--- config.mk ---
export PLATFORM = sky130hd
export DESIGN_NAME = traffic_phase_scheduler
export DESIGN_NICKNAME = d
export VERILOG_FILES = /design/src/rtl/traffic_pkg.sv /design/src/rtl/traffic_rr_pick.sv /design/src/rtl/traffic_phase_scheduler.sv
export SDC_FILE = /design/constraint.sdc
export NUM_CORES = 1
export LEC_CHECK = 0
export BUFFER_PORTS_ARGS = -buffer_cell sky130_fd_sc_hd__buf_4
export CORE_MARGIN = 2
export CORE_UTILIZATION = 49
export DETAILED_ROUTE_END_ITERATION = 6
export GPL_TIMING_DRIVEN = 0
export PLACE_DENSITY = 0.81
export RECOVER_POWER = 100
export SETUP_SLACK_MARGIN = 0.5
export SLEW_MARGIN = 0
export SYNTH_ARGS = -nofsm -noshare
export SYNTH_HDL_FRONTEND = slang
export SYNTH_HIERARCHICAL = 1
export SYNTH_SLANG_ARGS = --single-unit
--- constraint.sdc ---
create_clock -name clock -period 2.6 [get_ports clock]
set_clock_uncertainty 0.1 [all_clocks]
set_input_delay 0.26 -clock clock [delete_from_list [all_inputs] [get_ports clock]]
set_output_delay 0.26 -clock clock [all_outputs]
set_load 0.01 [all_outputs]
--- src/rtl/traffic_pkg.sv ---
// Shared lamp codes, direction and scheduler-state types for the traffic phase scheduler.
package traffic_pkg;

    localparam logic [2:0] LIGHT_GREEN  = 3'b001;
    localparam logic [2:0] LIGHT_YELLOW = 3'b010;
    localparam logic [2:0] LIGHT_RED    = 3'b100;

    typedef enum logic [1:0] {
        DIR_N = 2'd0,
        DIR_S = 2'd1,
        DIR_E = 2'd2,
        DIR_W = 2'd3
    } dir_t;

    typedef enum logic [1:0] {
        ST_IDLE   = 2'd0,
        ST_GREEN  = 2'd1,
        ST_YELLOW = 2'd2,
        ST_ALLRED = 2'd3
    } sched_state_t;

endpackage

--- src/rtl/traffic_rr_pick.sv ---
// Combinational 4-way round-robin picker: first set request bit after 'last', wrapping,
// with 'last' itself considered only at lowest priority.
module traffic_rr_pick (
    input  logic [3:0] req,
    input  logic [1:0] last,
    output logic [1:0] pick,
    output logic       valid
);

    // Scan from farthest to nearest so the nearest requester after 'last' wins.
    always_comb begin
        pick  = last;
        valid = 1'b0;
        for (int i = 4; i >= 1; i--) begin
            if (req[last + 2'(i)]) begin
                pick  = last + 2'(i);
                valid = 1'b1;
            end
        end
    end

endmodule

--- src/rtl/traffic_phase_scheduler.sv ---
// Demand-actuated four-way phase scheduler with min/max green, yellow and, when
// TRAFFIC_ALL_RED_EN is defined, an all-red clearance between phases.
module traffic_phase_scheduler
    import traffic_pkg::*;
#(
    parameter int MIN_GREEN = 4,
    parameter int MAX_GREEN = 15,
    parameter int YELLOW    = 3,
    parameter int ALL_RED   = 2,
    parameter int CNT_W     = 4
) (
    input  logic       clock,
    input  logic       reset_n,
    input  logic [3:0] req,
    output logic [2:0] north_light,
    output logic [2:0] south_light,
    output logic [2:0] east_light,
    output logic [2:0] west_light,
    output logic [1:0] gnt,
    output logic       gnt_valid
);

    localparam logic [CNT_W-1:0] MIN_LAST = CNT_W'(MIN_GREEN - 1);
    localparam logic [CNT_W-1:0] MAX_LAST = CNT_W'(MAX_GREEN - 1);
    localparam logic [CNT_W-1:0] Y_LAST   = CNT_W'(YELLOW - 1);
    localparam logic [CNT_W-1:0] AR_LAST  = CNT_W'(ALL_RED - 1);

    sched_state_t     state, state_n;
    logic [CNT_W-1:0] cnt, cnt_n;
    logic [3:0]       pend, pend_n;
    logic [1:0]       last, last_n;
    logic [1:0]       gnt_n;
    logic [3:0]       cand, gmask, other;
    logic [1:0]       pick;
    logic             pick_valid;
    logic             go_green;

    function automatic logic timed_done(input sched_state_t s, input logic [CNT_W-1:0] c);
        return c == ((s == ST_ALLRED) ? AR_LAST : Y_LAST);
    endfunction

    function automatic logic [2:0] lamp(input sched_state_t s, input logic [1:0] g, input dir_t d);
        if (g != d) return LIGHT_RED;
        case (s)
            ST_GREEN:  return LIGHT_GREEN;
            ST_YELLOW: return LIGHT_YELLOW;
            default:   return LIGHT_RED;
        endcase
    endfunction

    assign cand  = pend | req;
    assign gmask = 4'b0001 << gnt;
    assign other = cand & ~gmask;

    traffic_rr_pick u_pick (
        .req   (cand),
        .last  (last),
        .pick  (pick),
        .valid (pick_valid)
    );

    always_comb begin
        state_n  = state;
        gnt_n    = gnt;
        last_n   = last;
        go_green = 1'b0;
        // The green direction's own detector is not latched while it is being served.
        pend_n   = pend | (req & ~((state == ST_GREEN) ? gmask : 4'b0000));

        case (state)
            ST_IDLE: begin
                if (pick_valid) go_green = 1'b1;
            end
            ST_GREEN: begin
                if (cnt >= MIN_LAST && other != 4'b0000 && (!req[gnt] || cnt >= MAX_LAST))
                    state_n = ST_YELLOW;
            end
            ST_YELLOW: begin
                if (timed_done(state, cnt)) begin
`ifdef TRAFFIC_ALL_RED_EN
                    state_n = ST_ALLRED;
`else
                    if (pick_valid) go_green = 1'b1;
                    else            state_n  = ST_IDLE;
`endif
                end
            end
`ifdef TRAFFIC_ALL_RED_EN
            ST_ALLRED: begin
                if (timed_done(state, cnt)) begin
                    if (pick_valid) go_green = 1'b1;
                    else            state_n  = ST_IDLE;
                end
            end
`endif
            default: state_n = ST_IDLE;
        endcase

        if (go_green) begin
            state_n      = ST_GREEN;
            gnt_n        = pick;
            last_n       = pick;
            pend_n[pick] = 1'b0;
        end

        if (state_n != state)   cnt_n = '0;
        else if (cnt < MAX_LAST) cnt_n = cnt + CNT_W'(1);
        else                     cnt_n = cnt;
    end

    // Outputs are decoded from the next state so lamps change on the same edge as the state.
    always_ff @(posedge clock) begin
        if (!reset_n) begin
            state       <= ST_IDLE;
            cnt         <= '0;
            pend        <= 4'b0000;
            last        <= DIR_W;
            gnt         <= DIR_N;
            gnt_valid   <= 1'b0;
            north_light <= LIGHT_RED;
            south_light <= LIGHT_RED;
            east_light  <= LIGHT_RED;
            west_light  <= LIGHT_RED;
        end else begin
            state       <= state_n;
            cnt         <= cnt_n;
            pend        <= pend_n;
            last        <= last_n;
            gnt         <= gnt_n;
            gnt_valid   <= (state_n == ST_GREEN);
            north_light <= lamp(state_n, gnt_n, DIR_N);
            south_light <= lamp(state_n, gnt_n, DIR_S);
            east_light  <= lamp(state_n, gnt_n, DIR_E);
            west_light  <= lamp(state_n, gnt_n, DIR_W);
        end
    end

endmodule

Word level (Yosys, flattened, before mapping)

Cells that the tools add are included.

Reduce and logical (&&, ||, !) cells: 9
Multiplexer cells: 48
Shift-type cells: 1
Equal/unequal tests: 10
Bitwise logic cells: 9
Order comparisons: 10
$add $sub $neg: 4

Operators with widths:

| kind                                                                          | count |
|---|---|
| 3-bit 2-to-1 mux                                                              | 8 |
| 1-bit 2-to-1 mux                                                              | 20 |
| 2-bit by 3-bit less-than comparator with 1-bit output (second input constant) | 6 |
| 2-bit 2-to-1 mux                                                              | 9 |
| 4-bit AND                                                                     | 3 |
| 4-bit NOT                                                                     | 3 |
| 1-bit binary-select mux with 2-bit select                                     | 5 |
| 4-bit 2-to-1 mux                                                              | 2 |
| 4-bit OR                                                                      | 2 |
| 2-bit == test (second input constant)                                         | 3 |
| 2-bit one-hot mux with 3 select lines                                         | 1 |
| 3-bit one-hot mux with 2 select lines                                         | 1 |
| 2-bit adder (second input constant)                                           | 2 |
| 4-bit by 1-bit adder with 4-bit output (second input constant)                | 1 |
| 2-bit by 1-bit == test with 1-bit output (second input constant)              | 2 |
| 4-bit by 2-bit == test with 1-bit output                                      | 1 |
| 4-bit by 2-bit >= comparator with 1-bit output (second input constant)        | 1 |
| 4-bit >= comparator (second input constant)                                   | 1 |
| 4-bit less-than comparator (second input constant)                            | 1 |
| 2-bit != test (second input constant)                                         | 2 |
| 4-bit nonzero test                                                            | 1 |
| 1-bit by 2-bit left shift with 4-bit output (first input constant)            | 1 |
| 1-bit logical AND                                                             | 3 |
| 2-bit by 1-bit adder with 2-bit output (second input constant)                | 1 |
| 11 further kinds                                                              | 11 |

Register bits: 27
Output and inout port bits: 15
Logic and storage cells: 101

Logic depth before layout (Yosys ltp)

Gate-level depths: netlist of run 1.

Depth in word-level cells: 15
Depth in mapped cells: 9
Mapped depth without buffers: 9

Modules after synthesis

The synthesis of run 1 kept the hierarchy.

Modules (own cells, without submodules):

| module                  | area an instance (sq um) | cells an instance | instances |
|---|---|---|---|
| traffic_phase_scheduler | 1,257.5                  | 128               | 1 |
| traffic_rr_pick         | 82.6                     | 14                | 1 |

Least setup slack after synthesis of run 1

OpenSTA, ideal clock, no wires.

Path kind: reg2reg
From: register pend[3]
To: register east_light[2]
Period minus slack after synthesis: 2.657 ns
Stages on the path, launching flop included: 10
Data required time: 2.378 ns
Path slack: -0.057 ns
Arrival time: 2.436 ns
Buffers on the path: 0
Cells stage by stage: dfxtp_1 > or2_2 > or4_1 > and2b_2 > o21ai_0 > o211ai_1 > and2_1 > ha_1 > nor2b_1 > nand2b_1

RTL lines:

| item                                                                                                  | line                                                         | RTL |
|---|---|---|
| start: declaration                                                                                    | traffic_phase_scheduler.sv:30                                | `logic [3:0] pend, pend_n;` |
| start signal: assignment                                                                              | traffic_phase_scheduler.sv:127                               | `pend <= pend_n;` |
| 4-bit OR (*)                                                                                          | traffic_phase_scheduler.sv:51                                | `assign cand = pend \| req;` |
| named net cand[3]                                                                                     | traffic_phase_scheduler.sv:33                                | `logic [3:0] cand, gmask, other;` |
| 1-bit binary-select mux with 2-bit select                                                             | traffic_rr_pick.sv:15                                        | `if (req[last + 2'(i)]) begin` |
| 1-bit 2-to-1 mux (not written as such)                                                                | traffic_rr_pick.sv:15                                        |  |
| 1-bit 2-to-1 mux (3 in a row)                                                                         | traffic_rr_pick.sv:15                                        |  |
| 1-bit 2-to-1 mux (*)                                                                                  | traffic_rr_pick.sv:15                                        |  |
| named net pick_valid                                                                                  | traffic_phase_scheduler.sv:35                                | `logic pick_valid;` |
| 2-bit 2-to-1 mux / 1-bit 2-to-1 mux (equally long branches)                                           | traffic_phase_scheduler.sv:83, traffic_phase_scheduler.sv:72 |  |
| 2-bit 2-to-1 mux / 1-bit 2-to-1 mux (equally long branches)                                           | traffic_phase_scheduler.sv:79                                | `if (timed_done(state, cnt)) begin` |
| 2-bit one-hot mux with 3 select lines / 1-bit one-hot mux with 2 select lines (equally long branches) | traffic_phase_scheduler.sv:70                                | `case (state)` |
| 2-bit 2-to-1 mux (*)                                                                                  | traffic_phase_scheduler.sv:99                                | `if (go_green) begin` |
| named net state_n[0]                                                                                  | traffic_phase_scheduler.sv:28                                | `sched_state_t state, state_n;` |
| 2-bit == test / 2-bit by 1-bit == test with 1-bit output (equally long branches)                      | traffic_phase_scheduler.sv:44                                | `case (s)` |
| 3-bit one-hot mux with 2 select lines (*)                                                             | traffic_phase_scheduler.sv:44                                |  |
| 3-bit 2-to-1 mux (*)                                                                                  | traffic_phase_scheduler.sv:44                                |  |
| end signal: assignment                                                                                | traffic_phase_scheduler.sv:133                               | `east_light <= lamp(state_n, gnt_n, DIR_E);` |
| end: declaration                                                                                      | traffic_phase_scheduler.sv:17                                | `output logic [2:0] east_light,` |

The timed path passes the listed nets; every way through them passes the cells marked *. The select of a mux whose other input is x is not followed.
A chain may end at the register's enable or synchronous reset.

Final worst setup path of run 1

From: register pend[3]
To: register west_light[1]

Word-level cells in the longest chain between the ends: 15

RTL lines:

| item                                      | line                                                         | RTL |
|---|---|---|
| 4-bit OR (*)                              | traffic_phase_scheduler.sv:51                                |  |
| named net cand[3]                         | traffic_phase_scheduler.sv:33                                |  |
| 1-bit binary-select mux with 2-bit select | traffic_rr_pick.sv:15                                        |  |
| 1-bit 2-to-1 mux (not written as such)    | traffic_rr_pick.sv:15                                        |  |
| 1-bit 2-to-1 mux (3 in a row)             | traffic_rr_pick.sv:15                                        |  |
| 1-bit 2-to-1 mux (*)                      | traffic_rr_pick.sv:15                                        |  |
| named net pick_valid                      | traffic_phase_scheduler.sv:35                                |  |
| 1-bit 2-to-1 mux                          | traffic_phase_scheduler.sv:72, traffic_phase_scheduler.sv:83 |  |
| 1-bit 2-to-1 mux                          | traffic_phase_scheduler.sv:79                                |  |
| 1-bit one-hot mux with 2 select lines     | traffic_phase_scheduler.sv:70                                |  |
| 2-bit 2-to-1 mux                          | traffic_phase_scheduler.sv:99                                |  |
| 2-bit != test                             | traffic_phase_scheduler.sv:43                                | `if (g != d) return LIGHT_RED;` |
| 1-bit 2-to-1 mux                          | traffic_phase_scheduler.sv:43                                |  |
| 1-bit 2-to-1 mux                          | traffic_phase_scheduler.sv:113                               | `if (!reset_n) begin` |
| 3-bit 2-to-1 mux (*)                      | traffic_phase_scheduler.sv:44                                |  |
| end signal: assignment                    | traffic_phase_scheduler.sv:134                               | `west_light <= lamp(state_n, gnt_n, DIR_W);` |
| end: declaration                          | traffic_phase_scheduler.sv:18                                | `output logic [2:0] west_light,` |

Marked as above.

==> out/metrics.csv, run 1 <==
stage,metric,value,unit
run_status,status,"finished, final reports clean",
placed_design,portBuffers,20,
global_routing,antenna_found_initial,0,
global_routing,grt_max_degree,17,
timing,max_freq,409,MHz
worst_setup_path,max_stage_delay,540,ps
timing,hold_violations,0,
timing,tightest_slew,537,ps
routing,final_antenna_net_count,0,
yosys,yosys_register_bits,27,
global_routing,grt_pass1_wl,5.64,mm
worst_setup_path,end_kind,flop,
clock_network,cts.sinks,27,
die,die_w,56.3,um
yosys,yosysWarnings,6,
die,start_util,0.527,
yosys,postSynthAreaPerCell,9.44,sq um
worst_setup_path,crit_arrival,2620,ps
layout,fillers,213,
global_routing,overflow,0,
yosys,synth_area,1340,sq um
routing,drtPass1Iterations,6,
clock_network,numCtsBuffers,3,
worst_setup_path,crit_buf_inv,2,
worst_setup_path,critPathSlowestCell,or4_1,
layout,final_common_cell,dfxtp_1,
yosys,synth_area_leader_cell,dfxtp_1,
timing,slew_violations,0,
timing,setup_viol,0,
yosys,ys_types,43,
clock_network,root_buffer,clkbuf_4,
worst_setup_path,crit_type,reg -> reg,
timing,setup_tns,0,ps
layout,final_cells,211,
yosys,syn_nets,152,
yosys,yosysSeqAreaShare,0.403,
power_and_ir_drop,p_per_area,585,nW/um^2
layout,final_cell_mix,"dfxtp_1 (24), clkbuf_1 (17), buf_4 (16), nand2_1 (11)",
yosys,netlist.area_leader.share,0.403,
power_and_ir_drop,peakVddDrop,0.432,mV
timing,slew_headroom,0.639,
global_routing,grt_pass1_vias,1188,
worst_setup_path,critPathLaunchType,flop,
timing,period_needed,2440,ps
worst_setup_path,required,2770,ps
placed_design,gp_congestion,0.788,
routing,vias,1247,
die,ios,21,
die,die_y,56.3,um
clock_network,cts.clk_slew.worst_paths,150,ps
clock_network,cts_tree,built,
placed_design,dp_hpwl,2.31,mm
yosys,synth_cells,142,
timing,finalCritPeriodShare,0.940,
yosys,ys_top_cells_by_area,"dfxtp_1 (40%), ha_1 (3.7%), nand2_1 (3.6%)",
routing,drc,0,
global_routing,grtUsageTotal,0.223,
die,core_area,2540,sq um
clock_network,cts_buffer_depth,2,
routing,drt_iter0_drc,59,
routing,finalWirelength,3.34,mm
worst_setup_path,critPathTopFamily,simple AND/OR/NAND/NOR gates,
clock_network,h-tree-depth,1,
routing,viasPerCell,5.91,
run,maxCapViolCount,0,
clock_network,clk_latency,330,ps
placed_design,dp.cells,192,
layout,post-route-util,0.667,
routing,routedWlPerCell,15.8,um
layout,antenna_cells,0,
power_and_ir_drop,power.leakage,0.680,nW
die,dieArea,3170,sq um
layout,fin_nets,192,
layout,area_growth,26.7,%
timing,rsz0062_at_grt,yes,
worst_setup_path,crit_path_cell_trace,"or2_4, or4_1, and2b_1, o21ai_4, o211ai_1, clkbuf_4, buf_6, nand2_4, ha_4, nand2_1, nor2_2",
worst_setup_path,crit_fanout,4,
layout,drive_gt1_frac,0.298,
die,fp-row-count,18,
timing,holdWs,113,ps
hold_path,holdCritPathClass,in -> reg,
[synth_stat cells, drive strengths merged]
cell     number
nand2        13
ha            4
inv          10
dfxtp        27
nor4          2
xnor2         2
o221a         3
nor4b         2
mux4          1
nor2b         3
nand4bb       1
o22a          1
a21boi        5
and2b         1
nor3          3
o2111a        4
o21ai         4
o211ai        5
a31o          1
a31oi         1
mux2i         2
o32a          2
clkbuf        1
nor2         11
a221o         1
o21a          3
o22ai         1
nand3         4
and3          1
or4           2
nand2b        6
o211a         1
or2           4
or4b          1
and2          2
buf           3
a21oi         4
[stage by stage]
step	worst slack, ps	power [mW]	area [sq um]
global placement	18.6	0.757	1550
floorplan	279	0.675	1370
CTS	209	1.00	1760
global route	73.9	1.04	1700
detailed placement	-18.7	0.767	1550
finish	155	0.994	1700
[power by group]
part / internal (mW) / switching [mW] / leakage (nW)
clock network: 0.0589 / 0.128 / 0.0139
logic: 0.150 / 0.179 / 0.444
registers: 0.455 / 0.0245 / 0.222
[layer usage]
| layer | GRT usage | part of all wire | up-vias |
|---|---|---|---|
| met1 | 0.283 | 0.43 | 599 |
| li1 | - | - | 593 |
| met2 | 0.365 | 0.49 | 39 |
| met4 | 0.116 | 0.040 | 0 |
| met5 | 0 | 0 | - |
| met3 | 0.0346 | 0.037 | 16 |
[cells by family after synthesis]
| group | Yosys count | share of synthesized area |
|---|---|---|
| adder cells (fa/ha/maj) | 4 | 0.0373 |
| AND/OR/NAND/NOR | 56 | 0.232 |
| AO/OA/AOI/OAI | 36 | 0.236 |
| XOR/XNOR | 2 | 0.0131 |
| flip-flops | 27 | 0.403 |
| buffers and inverters | 14 | 0.0467 |
| multiplexers | 3 | 0.0317 |
[timing repair]
item                                    CTS  global route
endpoints found under the setup margin   19            24
hold buffers                              0             0
gates resized for setup                  19             4
buffers inserted                         13             2
pin swaps                                10             9
[path summary, 6_finish.rpt]
path,startpoint,end,slack (ps),cells past startpoint
worst max-delay path,pend[3],west_light[1],160,11
worst min-delay path,reset_n,gnt[1],110,2
worst max register to register,pend[3],west_light[1],160,11
worst min register to register,last[0],last[0],430,2
[flip-flops by register name, summed over array words and instances (netlist names)]
signal and count:
west_light 3, last 2, north_light 3, pend 4, gnt 2, cnt 4
south_light 3, east_light 3, gnt_valid 1, state 2
[final cells by class]
class | instances | area, sq um | share of cell area
multi-input cells | 101 | 815 | 0.480
flip-flops and latches | 27 | 544 | 0.321
inverters | 10 | 37.5 | 0.0221
well taps | 30 | 37.5 | 0.0221
repair buffers | 35 | 206 | 0.122
clock buffers | 3 | 22.5 | 0.0133
clock inverters | 1 | 7.51 | 0.00442
plain buffers | 4 | 27.5 | 0.0162
Note: power is estimated with default switching activity, not from simulation.
==> run 2: changes to the inputs <==
CORE_ASPECT_RATIO = 1.5   (was default)
==> run 2 against run 1 <==
Non-clock buffer count down 1. Wire length grew 5.5%. Clock-buffer cell count unchanged. Critical path depth is 2 lower. Design area is 0.15% higher. Clock power grew 35%. Largest cell class unchanged. Sequential share of layout area down 0.12 points. Die area up 0.27%. Core utilization is 2.5 points lower. Final cell count is 2.8% higher. Sequential cell count unchanged.
==> out/metrics.csv, run 2 (synthesized netlist as in run 1, its figures left out) <==
stage,metric,value,unit
die,die_y,68.0,um
power_and_ir_drop,p_per_area,627,nW/um^2
die,start_util,0.506,
hold_path,hp-start,reset_n,
timing,rsz0062_at_grt,yes,
die,dieArea,3180,sq um
clock_network,clk_latency,280,ps
layout,reg_top3,"cnt: 4 flops, pend: 4 flops",
clock_network,cts_tree,built,
layout,fin_area,1700,sq um
timing,finalCritPeriodShare,0.940,
layout,final_cell_mix,"dfxtp_1 (25), clkbuf_1 (18), buf_4 (14), nand2_1 (12), inv_1 (10)",
placed_design,dp_hpwl,2.29,mm
routing,routedWlPerCell,16.2,um
placed_design,portBuffers,20,
timing,holdWs,185,ps
timing,slew_violations,0,
power_and_ir_drop,p_int,714,uW
timing,worst_slack,155,ps
power_and_ir_drop,clockPowerShare,0.236,
worst_setup_path,crit_fanout,4,
routing,drtPass1Iterations,4,
die,ios,21,
power_and_ir_drop,sequentialPowerShare,0.450,
power_and_ir_drop,peakVddDrop,0.283,mV
layout,final_cells,217,
worst_setup_path,critPathTopFamily,simple AND/OR/NAND/NOR gates,
clock_network,cts_hold_buf,0,
layout,regArea,543,sq um
layout,fillers,239,
global_routing,grtUsageTotal,0.230,
worst_setup_path,crit_start,pend[3],
worst_setup_path,critPathLaunchType,flop,
routing,viasPerCell,5.82,
layout,area_growth,26.9,%
routing,drc,0,
timing,tightest_slew,492,ps
global_routing,grt_pass1_wl,5.15,mm
run,maxCapViolCount,0,
worst_setup_path,critPathSlowestCell,or4_1,
clock_network,h-tree-depth,1,
run_status,status,"finished, final reports clean",
timing,hold_violations,0,
routing,final_antenna_net_count,0,
die,fp-row-count,23,
worst_setup_path,max_stage_delay,540,ps
power_and_ir_drop,combPwrFrac,0.314,
timing,period_needed,2440,ps
routing,finalWirelength,3.52,mm
clock_network,numCtsBuffers,3,
die,core_area,2650,sq um
placed_design,dp_slack,-77.2,ps
power_and_ir_drop,finalPower,1.07,mW
placed_design,gp_congestion,0.820,
die,die_w,46.7,um
layout,drive_gt1_frac,0.283,
routing,vias,1263,
timing,setup_viol,0,
routing,drt_iter0_drc,50,
worst_setup_path,required,2680,ps
timing,max_freq,409,MHz
worst_setup_path,crit_buf_inv,0,
clock_network,cts_buffer_depth,2,
worst_setup_path,r2r_start,pend[3],
global_routing,grt_pass1_vias,1177,
global_routing,grt_max_degree,16,
power_and_ir_drop,switching_share,0.330,
power_and_ir_drop,power.leakage,0.698,nW
layout,multiInputGateArea,807,sq um
placed_design,dp.cells,199,
timing,slew_headroom,0.671,
layout,post-route-util,0.642,
worst_setup_path,crit_type,reg -> reg,
global_routing,antenna_found_initial,0,
timing,setup_tns,0,ps
clock_network,cts.clk_slew.worst_paths,100,ps
hold_path,holdCritPathClass,in -> reg,
global_routing,overflow,0,
layout,final_common_cell,dfxtp_1,
placed_design,dpl-instance-area,1560,sq um
power_and_ir_drop,p_switching,351,uW
worst_setup_path,end_kind,flop,
worst_setup_path,crit_arrival,2530,ps
clock_network,cts.sinks,27,
layout,fin_nets,191,
worst_setup_path,crit_path_cell_trace,"or2_4, or4_1, and2b_1, o21ai_4, o211ai_1, and2_4, ha_4, nor2b_4, nand2b_1",
clock_network,root_buffer,clkbuf_8,
layout,antenna_cells,0,
[run 2: changes by cell type in the layout (fill, tap and decap cells not counted), sizes merged]
cell,delta
clkinvlp,-1
clkinv,+1
buf,-1
[run 2: layer usage]
metal | up-vias | wire, um | GRT usage
li1 | 592 | - | -
met1 | 624 | 1370 | 0.243
met2 | 37 | 1900 | 0.413
met3 | 10 | 121 | 0.0317
met4 | 0 | 124 | 0.135
met5 | - | 0 | 0
[run 2: path summary, 6_finish.rpt]
kind                          to  slack (ps)  cells after the start
setup reg to reg   west_light[2]         160                      9
hold reg to reg          last[0]         430                      2
setup / recovery   west_light[2]         160                      9
hold / removal    north_light[1]         180                      3
[run 2: what timing repair did]
| item | in CTS | in global routing |
|---|---|---|
| setup endpoints to repair | 21 | 21 |
| pin swaps | 7 | 7 |
| cloned | 0 | 0 |
| gates resized for setup | 10 | 11 |
| buffers inserted | 11 | 3 |
[run 2: final cells by class]
| type | instances | area share |
|---|---|---|
| inverter | 10 | 0.0221 |
| sequential | 27 | 0.319 |
| clock inverter | 1 | 0.00294 |
| clock buffer | 3 | 0.0243 |
| buffer | 4 | 0.0147 |
| multi-input combinational | 101 | 0.475 |
| tap | 37 | 0.0272 |
| timing repair buffer | 34 | 0.115 |
[run 2: worst min-delay path, delay by kind of cell]
kind / cells / cell delay, ps
buf+inv: 1 / 140
simple gates: 2 / 120
[run 2: power groups by stage]
stage	combinational (mW)	clock, mW	sequential, mW
CTS	0.322	0.248	0.479
finish	0.335	0.252	0.479
detailed placement	0.277	0	0.489
floorplan	0.180	0	0.495
global placement	0.267	0	0.487
global route	0.359	0.267	0.483
==> run 3: changes to the inputs <==
CORE_UTILIZATION = 48   (was 49)
PLACE_DENSITY = 0.8   (was 0.81)
SYNTH_HIERARCHICAL = default   (was 1)
==> run 3 against run 2 <==
Clock power down 30%. Total power decreased by 9.7%. Global-route usage down 2.3 points. Core utilization fell by 3.5 points. Synthesized cell count down 6.3%. Design area shrank 14%. Non-clock buffer count down 11. Combinational power decreased by 14%. Wire length is 20% lower. Highest routed layer unchanged.
==> out/metrics.csv, run 3 <==
stage,metric,value,unit
run_status,status,"finished, final reports clean",
routing,routedWlPerCell,14.9,um
worst_setup_path,crit_path_cell_trace,"or4b_4, a221o_1, nor3_4, clkbuf_4, clkbuf_1, o21ai_0",
power_and_ir_drop,peakVddDrop,0.447,mV
yosys,synth_cells,133,
timing,period_needed,2290,ps
yosys,ys_top_cells_by_area,"dfxtp_1 (44%), nor2_1 (7.4%), ha_1 (4.1%)",
global_routing,overflow,0,
die,start_util,0.502,
layout,fin_nets,175,
timing,setup_viol,0,
timing,rsz0062_at_grt,yes,
placed_design,dp.cells,177,
layout,final_cell_mix,"dfxtp_1 (25), nor2_1 (20), clkbuf_1 (17), buf_4 (10)",
timing,tightest_slew,685,ps
layout,multiInputGateArea,709,sq um
routing,drtPass1Iterations,4,
power_and_ir_drop,p_switching,320,uW
placed_design,dp_hpwl,2.08,mm
timing,setup_tns,0,ps
timing,hold_violations,0,
yosys,ys_async_sr_fraction,0,
yosys,netlist.area_leader.share,0.444,
yosys,yosysSeqAreaShare,0.444,
routing,drc,0,
routing,drt_iter0_drc,38,
global_routing,grt_max_degree,15,
yosys,yosys_register_bits,27,
layout,antenna_cells,0,
layout,drive_gt1_frac,0.220,
clock_network,cts.sinks,27,
clock_network,cts_hold_buf,0,
global_routing,grt_pass1_wl,4.62,mm
run,maxCapViolCount,0,
power_and_ir_drop,power.leakage,0.559,nW
worst_setup_path,crit_arrival,2420,ps
timing,max_freq,436,MHz
worst_setup_path,critPathLaunchType,flop,
die,fp-row-count,22,
yosys,postSynthAreaPerCell,9.14,sq um
die,core_area,2420,sq um
clock_network,root_buffer,clkbuf_4,
worst_setup_path,required,2730,ps
global_routing,antenna_found_initial,0,
worst_setup_path,max_stage_delay,510,ps
layout,area_growth,20.9,%
timing,holdWs,68.8,ps
yosys,synth-edff-count,0,
hold_path,holdCritPathClass,in -> reg,
power_and_ir_drop,sequentialPowerShare,0.515,
clock_network,clk_latency,320,ps
layout,final_common_cell,dfxtp_1,
worst_setup_path,r2r_slack,310,ps
routing,wl_met1,1.09,mm
power_and_ir_drop,p_int,641,uW
power_and_ir_drop,switching_share,0.333,
worst_setup_path,crit_buf_inv,2,
timing,finalCritPeriodShare,0.882,
power_and_ir_drop,clockPowerShare,0.184,
placed_design,portBuffers,20,
routing,vias,1098,
global_routing,grt_pass1_vias,1066,
worst_setup_path,crit_type,reg -> reg,
routing,final_antenna_net_count,0,
clock_network,cts_buffer_depth,2,
layout,reg_top3,"cnt: 4 flops, pend: 4 flops",
placed_design,gp_congestion,0.901,
layout,regArea,543,sq um
yosys,syn_nets,143,
worst_setup_path,critPathTopFamily,simple AND/OR/NAND/NOR gates,
die,die_y,65.6,um
timing,slew_violations,0,
worst_setup_path,critPathSlowestCell,or4b_4,
layout,fillers,224,
clock_network,numCtsBuffers,3,
layout,final_cells,188,
die,dieArea,2960,sq um
routing,wl_met2,1.46,mm
die,ios,21,
clock_network,cts.clk_slew.worst_paths,140,ps
routing,viasPerCell,5.84,
yosys,synth_ff_type,dfxtp_1,
power_and_ir_drop,combPwrFrac,0.301,
clock_network,h-tree-depth,1,
worst_setup_path,end_kind,flop,
yosys,yosysWarnings,0,
timing,slew_headroom,0.540,
global_routing,grtUsageTotal,0.207,
yosys,synth_common_cells,"dfxtp_1 (27), nor2_1 (24), a21oi_1 (9)",
routing,wl_met3,171,um
clock_network,cts_tree,built,
worst_setup_path,crit_fanout,5,
yosys,synth_area_leader_cell,dfxtp_1,
die,die_w,45.1,um
routing,top_layer_used,met4,
yosys,post-synth-top-count-cell,dfxtp_1,
power_and_ir_drop,p_per_area,654,nW/um^2
yosys,ys_types,36,
yosys,synth_area,1220,sq um
routing,finalWirelength,2.81,mm
run 3: cell types whose count changed after synthesis, moves of 5 or more:
cell / previous run / this run
o21ai_0: 3 / 8
nand2_1: 13 / 8
inv_1: 10 / 5
a21oi_1: 3 / 9
nor2_1: 11 / 24
run 3: worst paths after layout:
check / endpoint / start / cells past startpoint
max: last[1] / cnt[0] / 6
min: last[1] / reset_n / 2
max reg2reg: last[1] / cnt[0] / 6
min reg2reg: last[0] / last[0] / 2
run 3: routing by layer:
metal	vias up	global-route usage
met5	-	0
met4	0	0.0919
met3	10	0.0275
met2	36	0.379
met1	508	0.224
li1	544	-
run 3: worst register-to-register path, stage by stage, from the launching register on:
cell and delay, ps:
dfxtp_1 370, or4b_4 510, a221o_1 450, nor3_4 320, clkbuf_4 190, clkbuf_1 160
o21ai_0 100
run 3: layout make-up:
class | instances | area share
tap | 24 | 0.0204
sequential | 27 | 0.369
multi-input combinational | 101 | 0.483
timing repair buffer | 27 | 0.0970
clock buffer | 4 | 0.0179
inverter | 5 | 0.0128
run 3: what timing repair did:
item / 4_1_cts / 5_1_grt
pin swaps: 5 / 7
setup endpoints to repair: 21 / 21
gates resized for setup: 8 / 9
setup buffers: 6 / 1
gates cloned: 0 / 0
run 3: stage by stage:
stage                     power [mW]  setup WS [ps]  instance area (sq um)  utilization
after global routing            1.02            188                   1470        0.607
final                          0.962            308                   1470        0.607
after floorplan                0.686            439                   1270            -
after CTS                      0.990            391                   1560        0.643
after global placement         0.773            184                   1450        0.599
after detailed placement       0.781            193                   1450        0.599
run 3: kinds of logic after synthesis:
| kind of cell | Yosys count | share of synthesized area |
|---|---|---|
| and+or+nand+nor | 51 | 0.212 |
| AOI/OAI and AO/OA | 43 | 0.254 |
| DFF | 27 | 0.444 |
| buffers and inverters | 5 | 0.0154 |
| adders and majority gates | 4 | 0.0412 |
| xor gates and xnor gates | 2 | 0.0144 |
| muxes | 1 | 0.0185 |
run 3: power by group through the flow:
stage	clock network, mW	logic, mW	registers, mW
2_1_floorplan	0	0.179	0.507
3_3_place_gp	0	0.272	0.502
3_5_place_dp	0	0.276	0.505
4_1_cts	0.187	0.307	0.495
5_1_grt	0.202	0.318	0.502
6_report	0.177	0.289	0.496
